==> config.mk <==
export PLATFORM = sky130hd
export DESIGN_NAME = chan_pkt_tx
export DESIGN_NICKNAME = d
export VERILOG_FILES = /design/src/rtl/chan_pkt_pkg.sv /design/src/rtl/chan_pkt_tx_rr_arbiter.sv /design/src/rtl/chan_pkt_tx.sv
export SDC_FILE = /design/constraint.sdc
export NUM_CORES = 1
export LEC_CHECK = 0
export BUFFER_PORTS_ARGS = -buffer_cell sky130_fd_sc_hd__buf_2
export CAP_MARGIN = 20
export CELL_PAD_IN_SITES_DETAIL_PLACEMENT = 1
export CELL_PAD_IN_SITES_GLOBAL_PLACEMENT = 2
export CORE_ASPECT_RATIO = 0.6
export CORE_MARGIN = 2
export CORE_UTILIZATION = 34
export CTS_CLUSTER_SIZE = 14
export DETAILED_ROUTE_END_ITERATION = 7
export PLACE_DENSITY_LB_ADDON = 0.1
export SLEW_MARGIN = 20
export SYNTH_ARGS = -nofsm -noshare
export SYNTH_HDL_FRONTEND = slang
export SYNTH_HIERARCHICAL = 1
export SYNTH_SLANG_ARGS = --single-unit
==> constraint.sdc <==
create_clock -name clk -period 3.6 [get_ports clk]
set_input_delay 0.36 -clock clk [delete_from_list [all_inputs] [get_ports clk]]
set_output_delay 0.36 -clock clk [all_outputs]
set_load 0.03 [all_outputs]
==> src/rtl/chan_pkt_pkg.sv <==
// chan_pkt_pkg: shared state encoding and frame geometry for the
// chan_pkt transmitter, receiver and checker.
package chan_pkt_pkg;

   typedef enum logic [1:0] {
      ST_IDLE  = 2'd0,
      ST_RD    = 2'd1,
      ST_LOAD  = 2'd2,
      ST_SHIFT = 2'd3
   } state_e;

   function automatic int clog2(input int v);
      int r;
      r = 0;
      while ((1 << r) < v) r++;
      return r;
   endfunction

   function automatic int id_width(input int n_ch);
      return (clog2(n_ch) < 1) ? 1 : clog2(n_ch);
   endfunction

   // Frame: start, id (LSB first), data (LSB first), parity, stop
   localparam int START_OFS = 0;
   localparam int ID_OFS    = 1;

   function automatic int data_ofs(input int id_w);
      return ID_OFS + id_w;
   endfunction

   function automatic int par_ofs(input int id_w, input int data_w);
      return data_ofs(id_w) + data_w;
   endfunction

   function automatic int stop_ofs(input int id_w, input int data_w);
      return par_ofs(id_w, data_w) + 1;
   endfunction

   function automatic int frame_bits(input int id_w, input int data_w);
      return stop_ofs(id_w, data_w) + 1;
   endfunction

endpackage

==> src/rtl/chan_pkt_tx_rr_arbiter.sv <==
// rr_arbiter: combinational round-robin / fixed-priority winner select.
// The pointer is owned by the caller; this block only searches.
module rr_arbiter
   import chan_pkt_pkg::*;
#(
   parameter int N_CH = 3,
   parameter int ID_W = 2
) (
   input  logic [N_CH-1:0] elig_i,
   input  logic            prio_i,
   input  logic [ID_W-1:0] ptr_i,
   output logic [ID_W-1:0] win_o,
   output logic            valid_o
);

   logic            hi_v;
   logic            lo_v;
   logic [ID_W-1:0] hi_w;
   logic [ID_W-1:0] lo_w;

   // hi: lowest eligible above ptr; lo: lowest eligible at or below ptr
   always_comb begin
      hi_v = 1'b0;
      lo_v = 1'b0;
      hi_w = '0;
      lo_w = '0;
      for (int i = N_CH - 1; i >= 0; i--) begin
         if (elig_i[i]) begin
            if (i > int'(ptr_i)) begin
               hi_v = 1'b1;
               hi_w = ID_W'(i);
            end else begin
               lo_v = 1'b1;
               lo_w = ID_W'(i);
            end
         end
      end
   end

   always_comb begin
      win_o = '0;
      if (prio_i) win_o = lo_v ? lo_w : hi_w;
      else        win_o = hi_v ? hi_w : lo_w;
   end

   assign valid_o = |elig_i;

endmodule

==> src/rtl/chan_pkt_tx.sv <==
// chan_pkt_tx: arbitrates N FIFOs, pops one word and sends it as a
// framed, even-parity serial packet on tx.
module chan_pkt_tx
   import chan_pkt_pkg::*;
#(
   parameter int N_CH    = 3,
   parameter int DATA_W  = 8,
   parameter int CNT_W   = 8,
   parameter int THRESH  = 1,
   parameter int BIT_DIV = 1
) (
   input  logic                     clk,
   input  logic                     rst,
   input  logic                     start,
   input  logic                     prio_mode,
   input  logic [N_CH*CNT_W-1:0]    ch_cnt,
   input  logic [N_CH*DATA_W-1:0]   ch_dat,
   output logic [N_CH-1:0]          ch_rd_en,
   output logic                     tx,
   output logic                     tx_busy,
   output logic [15:0]              frm_cnt
);

   localparam int ID_W  = id_width(N_CH);
   localparam int F     = frame_bits(ID_W, DATA_W);
   localparam int D_OFS = data_ofs(ID_W);
   localparam int P_OFS = par_ofs(ID_W, DATA_W);
   localparam int S_OFS = stop_ofs(ID_W, DATA_W);
   localparam int BC_W  = clog2(F);
   localparam int DV_W  = 8;

   state_e            state_q, state_d;
   logic [ID_W-1:0]   grant_q, grant_d;
   logic [ID_W-1:0]   rr_ptr_q, rr_ptr_d;
   logic [N_CH-1:0]   rd_en_q, rd_en_d;
   logic              busy_q, busy_d;
   logic [F-1:0]      sh_q, sh_d;
   logic [BC_W-1:0]   bit_q, bit_d;
   logic [DV_W-1:0]   div_q, div_d;
   logic [15:0]       frm_q, frm_d;

   logic [N_CH-1:0]   elig;
   logic [ID_W-1:0]   win;
   logic              win_v;
   logic              launch;
   logic              bit_end;
   logic              last_bit;
   logic [DATA_W-1:0] word;
   logic [F-1:0]      frame;

   always_comb begin
      elig = '0;
      for (int i = 0; i < N_CH; i++)
         elig[i] = ch_cnt[i*CNT_W +: CNT_W] >= CNT_W'(THRESH);
   end

   rr_arbiter #(
      .N_CH (N_CH),
      .ID_W (ID_W)
   ) u_arb (
      .elig_i  (elig),
      .prio_i  (prio_mode),
      .ptr_i   (rr_ptr_q),
      .win_o   (win),
      .valid_o (win_v)
   );

   always_comb begin
      word = '0;
      for (int i = 0; i < N_CH; i++)
         if (grant_q == ID_W'(i)) word = ch_dat[i*DATA_W +: DATA_W];
   end

   always_comb begin
      frame                  = '1;
      frame[START_OFS]       = 1'b0;
      frame[ID_OFS +: ID_W]  = grant_q;
      frame[D_OFS +: DATA_W] = word;
      frame[P_OFS]           = ^{grant_q, word};
      frame[S_OFS]           = 1'b1;
   end

   assign launch   = start && win_v;
   assign bit_end  = div_q == DV_W'(BIT_DIV - 1);
   assign last_bit = bit_q == BC_W'(F - 1);

   always_ff @(posedge clk or posedge rst) begin
      if (rst) state_q <= ST_IDLE;
      else     state_q <= state_d;
   end

   always_comb begin
      state_d = state_q;
      unique case (state_q)
         ST_IDLE:  if (launch) state_d = ST_RD;
         ST_RD:    state_d = ST_LOAD;
         ST_LOAD:  state_d = ST_SHIFT;
         ST_SHIFT: if (bit_end && last_bit) state_d = ST_IDLE;
         default:  state_d = ST_IDLE;
      endcase
   end

   always_comb begin
      grant_d  = grant_q;
      rr_ptr_d = rr_ptr_q;
      rd_en_d  = '0;
      busy_d   = busy_q;
      sh_d     = sh_q;
      bit_d    = bit_q;
      div_d    = div_q;
      frm_d    = frm_q;
      unique case (state_q)
         ST_IDLE: begin
            if (launch) begin
               grant_d  = win;
               rr_ptr_d = win;
               rd_en_d  = N_CH'(1) << win;
               busy_d   = 1'b1;
            end
         end
         ST_RD: begin
         end
         ST_LOAD: begin
            sh_d  = frame;
            bit_d = '0;
            div_d = '0;
         end
         ST_SHIFT: begin
            if (bit_end) begin
               div_d = '0;
               sh_d  = {1'b1, sh_q[F-1:1]};
               if (last_bit) begin
                  busy_d = 1'b0;
                  frm_d  = frm_q + 16'd1;
               end else begin
                  bit_d = bit_q + 1'b1;
               end
            end else begin
               div_d = div_q + 1'b1;
            end
         end
         default: begin
         end
      endcase
   end

   // sh_q idles all ones so tx rests high between frames
   always_ff @(posedge clk or posedge rst) begin
      if (rst) begin
         grant_q  <= '0;
         rr_ptr_q <= ID_W'(N_CH - 1);
         rd_en_q  <= '0;
         busy_q   <= 1'b0;
         sh_q     <= '1;
         bit_q    <= '0;
         div_q    <= '0;
         frm_q    <= '0;
      end else begin
         grant_q  <= grant_d;
         rr_ptr_q <= rr_ptr_d;
         rd_en_q  <= rd_en_d;
         busy_q   <= busy_d;
         sh_q     <= sh_d;
         bit_q    <= bit_d;
         div_q    <= div_d;
         frm_q    <= frm_d;
      end
   end

   assign ch_rd_en = rd_en_q;
   assign tx       = sh_q[0];
   assign tx_busy  = busy_q;
   assign frm_cnt  = frm_q;

endmodule

Yosys cells after proc, flatten, opt, wreduce, memory -nomap -nowiden
Index checks and enable logic that the tools add are counted.

Logic and storage cells: 84. Memory bits (writable): 0. Output and inout port bits: 21. Latch bits: 0. Flip-flop bits (word level): 51. ROM bits: 0. Bits of input ports: 52. Memories: 0.

Divide/modulo/power cells: 0. Add/subtract/negate cells: 3. Reduce and logical (&&, ||, !) cells: 15. Shifts and indexed selects: 1. Bitwise gates (word level): 0. Equality and inequality tests: 11. Muxes and demuxes: 40. Order comparisons: 5. Multipliers: 0.

Operator list (count): $mux W8 (4); $mux W2 (14); $pmux W13 S2 (1); $ge A8 B1 Y1 const B (3); $add A16 B1 Y16 const B (1); $pmux W8 S2 (1); $mux W13 (1); $mux W1 (12); $ne A2 B2 Y1 const B (5); $reduce_xor A10 Y1 (1); $add A8 B1 Y8 const B (1); $logic_not A8 Y1 (1); $mux W4 (2); $pmux W2 S4 (1); $pmux W4 S2 (1); $eq A2 B2 Y1 const B (3); $mux W3 (2); $reduce_and A2 Y1 (3); $reduce_and A3 Y1 (2); $add A4 B1 Y4 const B (1); $eq A2 B1 Y1 const B (2); $eq A4 B4 Y1 const B (1); $logic_not A2 Y1 (2); $reduce_and A4 Y1 (1); 7 further kinds (9).

Longest topological paths before layout
Gate-level depths: netlist of the first run.

Word-level depth: 11. Gate-level depth with buffers: 8. Gate-level depth less buffers: 8.

Modules after synthesis
The synthesis of the first run kept the hierarchy.

Modules (own cells, without submodules): chan_pkt_tx (seq. area each 1242.4 µm², times used 1, cells each 274, area each 2725.1 µm²); rr_arbiter (seq. area each 0.0 µm², times used 1, cells each 9, area each 51.3 µm²).

Worst setup path before layout of the first run
No wires, ideal clock.

Kind: register -> register. Start: reg grant_q[0]. End: reg sh_q[11]. Stages on the path, launching flop included: 9. Required time: 3520 ps. Clock period less this slack: 2116 ps. Buffers on the path: 1. Library setup time: 80 ps. Setup slack: 1484 ps. Data arrival time: 2036 ps. Cell sequence: dfrtp_1 -> inv_1 -> ha_1 -> clkbuf_2 -> inv_1 -> a2bb2oi_1 -> xnor3_1 -> xnor3_1 -> o22a_1.

Longest elaborated chain between the ends: 6. Elaborated cells between the ends (all ways): 8. Classes of those cells: eq/ne: 2; mux: 4; reduce/logical: 2.

Ends and longest elaborated chain: start, declared (RTL line chan_pkt_tx.sv:33) `logic [ID_W-1:0] grant_q, grant_d;`; start signal, assigned (RTL line chan_pkt_tx.sv:159) `grant_q <= grant_d;`; $logic_not A2 Y1 (RTL line chan_pkt_tx.sv:71) `if (grant_q == ID_W'(i)) word = ch_dat[i*DATA_W +: DATA_W];`; $mux W8 (3 in series) (RTL line chan_pkt_tx.sv:71); $reduce_xor A10 Y1 (*) (RTL line chan_pkt_tx.sv:79) `frame[P_OFS] = ^{grant_q, word};`; $pmux W13 S2 (*) (RTL line chan_pkt_tx.sv:112) `unique case (state_q)`; end signal, assigned (RTL line chan_pkt_tx.sv:154) `sh_q <= '1;`; end signal, assigned (RTL line chan_pkt_tx.sv:163) `sh_q <= sh_d;`; end, declared (RTL line chan_pkt_tx.sv:37) `logic [F-1:0] sh_q, sh_d;`.

Every way passes the cells marked *; elsewhere a longest branch is shown, timed or not. A chain may end at the register's enable or synchronous reset.

Final worst setup path of the first run
Ends and elaborated chain as after synthesis.

==> impl_metrics.toml, run 1 <==
[synthesis]
ys_types = 46
synth_top_area_cell = "dfrtp_1"
syn_nets = 346
synth-main-ff-cell = "dfrtp_1"
ys_ff_latch = 49
synth-seq-area-share = 0.447
synthTopCellsByArea = "dfrtp_1, dfstp_2, nand2_1, ha_1, o21ai_0"
syn_avg_cell_area_um2 = 9.81
ys_async_sr_fraction = 1.00
synth_top_area_share = 0.324
syn_inst = 283
yosysWarnings = 6
syn_area_mm2 = 0.00278
synth_edf_count = 0

[floorplanning]
fp.dieW_um = 121
core-area_mm2 = 0.00788
die_h_um = 74.0
pin_count = 73
start_util = 0.352
die_area_mm2 = 0.00893
rows = 25

[global_routing]
grt_max_degree = 31
antenna_found_initial = 0
grtUsageTotal = 0.170
overflow = 0
grt_pass1_vias = 2394
grt_first_pass_wirelength_um = 11900

[final_layout]
mostFrequentLayoutCells = "buf_2, nand2_1, dfrtp_1, o21ai_0, nor2_1"
num_antenna_cells = 0
drive_gt1_frac = 0.310
syn_to_final_growth_pct = 23.1
final_cells = 466
final_cell_area_mm2 = 0.00342
final_common_cell = "buf_2"
fin_nets = 420
fillers = 948
final_core_util = 0.434

[sta]
period_share = 0.658
slew_headroom = 0.470
final_hold_viol_count = 0
drv_slew = 0
tightest_slew_ps = 792
skew_ps = 4.24
fmax_ghz = 0.422
rsz0062_at_grt = "no"
period_minus_slack_ps = 2370
fin_setup_tns_ps = 0
setup_viol = 0

[pwr]
switching_power_mw = 0.903
power_density_mw_per_mm2 = 732
seq_power_share = 0.327
p_leak_nw = 1.62
p_comb_frac = 0.474
worst_ir_drop_vdd_mv = 0.327
internal_power_mw = 1.60
clockPowerShare = 0.198
p_sw_frac = 0.361

[clock_network]
ctsLongestPathBuffers = 2
post_cts_buffers = 0
cts_sinks = 49
cts_made_buffers = 5
cts_root_buf = "clkbuf_16"
htree_num_levels = 2
tritoncts = "yes"
cts_resized = 0
cts_hold_buf = 0
cts.reportedPaths.clkPinSlew_ps = 70
clock_latency_ps = 290

[setup_path]
timing.rr.start = "grant_q[0]$_DFFE_PP0P_"
critical_path.cell_chain = "inv_1 > ha_1 > inv_1 > a2bb2oi_1 > xnor3_1 > xnor3_1 > o22a_1"
startpoint = "grant_q[0]$_DFFE_PP0P_"
max_stage_delay_ps = 440
startpoint_type = "flip-flop"
required_ps = 3820
critPathMaxFanout = 9
worstPathArrival_ps = 2590
cp_top_family = "XOR/XNOR gates"
crit_type = "reg2reg"
crit_buf_inv = 2
ff2ff_setup_slack_ps = 1230
slowest_stage = "dfrtp_1"
critPathCaptureType = "flip-flop"

[routing]
firstDrtPassIters = 4
wl_um = 6850
drc = 0
drt_first_iter_violations = 73
post_drt_wl_per_cell_um = 14.7
antenna_left = 0
avgViaCountPerCell = 4.91
vias = 2286

[place]
place_area_mm2 = 0.00326
dp.cells = 458
gp_congestion = 0.753
io_buffers = 72
dp_hpwl_um = 5280

[run_status]
status = "finished clean"

[min_path]
holdCritPathClass = "in2async"

[job]
maxCapViolCount = 0
[synthesized netlist by cell type, types with 7 or more instances]
master,instances
nor2b_1,8
xnor2_1,10
o21ai_0,21
dfrtp_1,36
nand3_1,10
nor2_1,16
nand2_1,38
a21oi_1,13
inv_1,16
ha_1,11
dfstp_2,13
mux2i_1,9
nor4_1,7
nand3b_1,8
[layer usage]
layer | up-vias | global-route usage | share of wire
met4 | 0 | 0.0271 | 0.0028
met5 | - | 0 | 0
li1 | 1144 | - | -
met2 | 22 | 0.258 | 0.42
met3 | 2 | 0.0399 | 0.031
met1 | 1118 | 0.253 | 0.54
[stage by stage]
step           power, mW  hold WS (ps)  setup WS, ps
2_1_floorplan       1.75           444          1480
3_3_place_gp        2.00           467          1310
3_5_place_dp        2.03           456          1220
4_1_cts             2.54           179          1210
5_1_grt             2.71           211          1060
6_report            2.50           145          1230
[logic make-up (layout without fill, tap and decap cells)]
kind of cell | after synthesis | after routing | synth area share
flops | 49 | 49 | 0.447
simple gates | 113 | 113 | 0.221
fa+ha+maj | 11 | 11 | 0.0496
compound gates | 53 | 53 | 0.117
buf+inv | 24 | 99 | 0.0338
xor+xnor | 20 | 20 | 0.0829
mux | 13 | 13 | 0.0487
[final timing paths]
path,to,cells after the start
worst min register to register,frm_cnt[15]$_DFFE_PP0P_,1
worst max register to register,sh_q[11]$_DFFE_PP1P_,7
worst max-delay path,sh_q[11]$_DFFE_PP1P_,7
max in group asynchronous,frm_cnt[0]$_DFFE_PP0P_,3
worst min-delay path,div_q[4]$_DFFE_PP0P_,2
min in group clk,rr_ptr_q[1]$_DFFE_PP1P_,3
[final cells by class]
| type | instances | area [µm²] | share of cell area |
|---|---|---|---|
| clock inverter | 1 | 5.00 | 0.00146 |
| clock buffer | 7 | 153 | 0.0447 |
| sequential | 49 | 1240 | 0.363 |
| multi-input combinational | 210 | 1440 | 0.421 |
| inverter | 16 | 60.1 | 0.0176 |
| tap | 108 | 135 | 0.0395 |
| timing repair buffer | 75 | 383 | 0.112 |
[state kept, by name, indices dropped and copies added, names as in the netlist]
register,count
bit_q,4
ch_rd_en,3
div_q,8
frm_cnt,16
grant_q,2
rr_ptr_q,1
sh_q,12
state_q,2
tx_busy,1
[power groups by stage]
stage          clock, mW  combinational [mW]  sequential (mW)
6_report           0.496                1.19            0.819
2_1_floorplan          0               0.890            0.857
3_5_place_dp           0                1.20            0.828
3_3_place_gp           0                1.17            0.826
4_1_cts            0.509                1.21            0.821
5_1_grt            0.533                1.34            0.841
[worst reg2reg max path: stages, from the launching register on]
cell and delay, ps:
dfrtp_1 440, inv_1 90, ha_1 310, inv_1 250, a2bb2oi_1 310, xnor3_1 390, xnor3_1 340, o22a_1 180
(Power assumes the default switching activity.)
==> run 2: changes to the inputs <==
- ABC_AREA: unset -> 1
- CORE_UTILIZATION: 34 -> 30
- clock period: 3.6 -> 2.3 ns (I/O delays scaled with it)
==> run 2 against run 1 <==
Compared with the run above: setup slack lost 910 ps; critical endpoint is now frm_cnt[15]$_DFFE_PP0P_; via count grew 22%; utilization shrank 5.0 points; sequential share of layout area down 3.8 points; global-route usage decreased by 1.2 points; critical path depth grew 2; final cell count up 34%; clock skew increased by 6.0 ps; power grew 73%; flip-flop and latch count stayed put; synthesized cell count grew 46%; fmax up 19%; the run now ends with negative hold slack left.
==> impl_metrics.toml, run 2 <==
[run_status]
status = "finished with violations"
violations = "negative hold slack"

[final_layout]
largest_reg_flops = 16
final_cells = 624
final_common_cell = "nand2_1"
mostFrequentLayoutCells = "nand2_1, buf_2, inv_1, dfrtp_1, o21ai_0"
syn_to_final_growth_pct = 23.3
num_antenna_cells = 0
fin_nets = 551
drive_gt1_frac = 0.270

[global_routing]
overflow = 0
grt_pass1_vias = 2793
grt_first_pass_wirelength_um = 13800
grt_max_degree = 50
antenna_found_initial = 0
grtUsageTotal = 0.158

[setup_path]
critPathMaxFanout = 7
timing.rr.start = "state_q[1]$_DFFE_PP0P_"
max_stage_delay_ps = 390
worstPathArrival_ps = 2170
startpoint_type = "flip-flop"
cp_top_family = "simple AND/OR/NAND/NOR gates"
critical_path.cell_chain = "ha_1 > inv_2 > nor2_1 > nand2_4 > clkinv_2 > nand3_1 > nor2_2 > nand4_1 > xnor2_1"
crit_buf_inv = 2
ff2ff_setup_slack_ps = 320
crit_type = "reg2reg"
critPathCaptureType = "flip-flop"
required_ps = 2480
slowest_stage = "dfrtp_1"
r2r-end = "frm_cnt[15]$_DFFE_PP0P_"
r2r_cells = 9

[routing]
drc = 0
wl_um = 8060
antenna_left = 0
avgViaCountPerCell = 4.49
vias = 2800
post_drt_wl_per_cell_um = 12.9
firstDrtPassIters = 4
drt_first_iter_violations = 95

[synthesis]
ys_types = 35
synth-main-ff-cell = "dfrtp_1"
syn_area_mm2 = 0.00309
synth_top_area_share = 0.291
yosysMostFrequentCell = "nand2_1"
synth-seq-area-share = 0.402
synth_edf_count = 0
synth_top_area_cell = "dfrtp_1"
ys_top_cells_by_count = "nand2_1, inv_1, dfrtp_1"
syn_inst = 413
syn_nets = 476
ys_ff_latch = 49
ys_async_sr_fraction = 1.00
syn_avg_cell_area_um2 = 7.49
synthTopCellsByArea = "dfrtp_1, nand2_1, dfstp_2, inv_1, o21ai_0"
yosysWarnings = 6

[sta]
slew_headroom = 0.725
skew_ps = 10.3
fin_setup_tns_ps = 0
setup_viol = 0
period_minus_slack_ps = 1980
holdWs_ps = -23.4
rsz0062_at_grt = "no"
final_hold_viol_count = 15
period_share = 0.862
fmax_ghz = 0.504
drv_slew = 0
tightest_slew_ps = 411

[clock_network]
htree_num_levels = 2
ctsLongestPathBuffers = 2
cts_made_buffers = 5
cts_root_buf = "clkbuf_16"
cts_hold_buf = 0
tritoncts = "yes"
clock_latency_ps = 290
cts.reportedPaths.clkPinSlew_ps = 70
post_cts_buffers = 0
cts_sinks = 49

[place]
dp_hpwl_um = 6520
io_buffers = 72
dp.cells = 616
gp_congestion = 0.749

[floorplanning]
pin_count = 73
fp.dieW_um = 135
start_util = 0.311
die_area_mm2 = 0.0112
core-area_mm2 = 0.00995
rows = 28
die_h_um = 82.7

[pwr]
internal_power_mw = 2.41
clockPowerShare = 0.201
p_comb_frac = 0.522
power_density_mw_per_mm2 = 1140
switching_power_mw = 1.93
p_sw_frac = 0.445
p_leak_nw = 1.98
seq_power_share = 0.277
worst_ir_drop_vdd_mv = 0.350

[min_path]
holdCritPathClass = "in2async"

[job]
maxCapViolCount = 0
==> run 2: worst max path at each step <==
stage,slack (ps),endpoint,cells after the start,from
final,320,frm_cnt[15]$_DFFE_PP0P_,9,state_q[1]$_DFFE_PP0P_
after global routing,40,sh_q[11]$_DFFE_PP1P_,17,grant_q[1]$_DFFE_PP0P_
after CTS,70,sh_q[11]$_DFFE_PP1P_,15,grant_q[0]$_DFFE_PP0P_
after detailed placement,90,sh_q[11]$_DFFE_PP1P_,15,grant_q[0]$_DFFE_PP0P_
after global placement,240,sh_q[11]$_DFFE_PP1P_,15,grant_q[0]$_DFFE_PP0P_
after floorplan,520,sh_q[11]$_DFFE_PP1P_,17,grant_q[0]$_DFFE_PP0P_
==> run 2: cell families (layout without fill, tap and decap cells) <==
group,after synthesis,in the layout,share of synthesized area
buf+inv,77,153,0.0987
simple gates,199,199,0.300
compound gates,58,58,0.101
flops,49,49,0.402
fa+ha+maj,11,11,0.0445
xor+xnor,19,19,0.0538
==> run 2: power by group through the flow <==
stage               Clock, mW  Combinational (mW)  Sequential, mW
global route            0.939                2.66            1.22
detailed placement          0                2.25            1.22
CTS                     0.894                2.26            1.21
floorplan                   0                1.68            1.23
global placement            0                2.20            1.21
finish                  0.872                2.26            1.20
==> run 2: worst min-delay path: cells and delay by family <==
family                 cells  cell delay, ps
buffers and inverters      3             410
==> run 2: cell type report <==
class	instances	area, µm²
clock buffer	6	139
clock inverter	2	37.5
fill	1257	6140
inverter	69	265
multi-input combinational	287	1560
sequential	49	1240
tap	135	169
timing repair buffer	76	403
==> run 2: layer usage <==
layer | part of all wire | routed length (µm) | track usage
met1 | 0.58 | 4650 | 0.246
met2 | 0.38 | 3030 | 0.219
met3 | 0.042 | 338 | 0.0397
met5 | 0 | 0 | 0
met4 | 0.0038 | 31 | 0.0250
==> run 2: per-stage QoR <==
stage                     total power [mW]  setup WS, ps  instance area (µm²)  hold slack, ps  utilization
after detailed placement              3.47          93.4                 3620             322        0.364
after CTS                             4.36          66.4                 3800            1.55        0.382
final                                 4.34           318                 3810           -23.4        0.383
after floorplan                       2.91           522                 3090             462            -
after global routing                  4.82          41.5                 3810            14.0        0.383
after global placement                3.41           241                 3620             298        0.364
==> run 2: what timing repair did <==
action	in CTS	in global routing
endpoints found under the setup margin	0	1
hold endpoints to repair	0	0
resized for setup	0	7
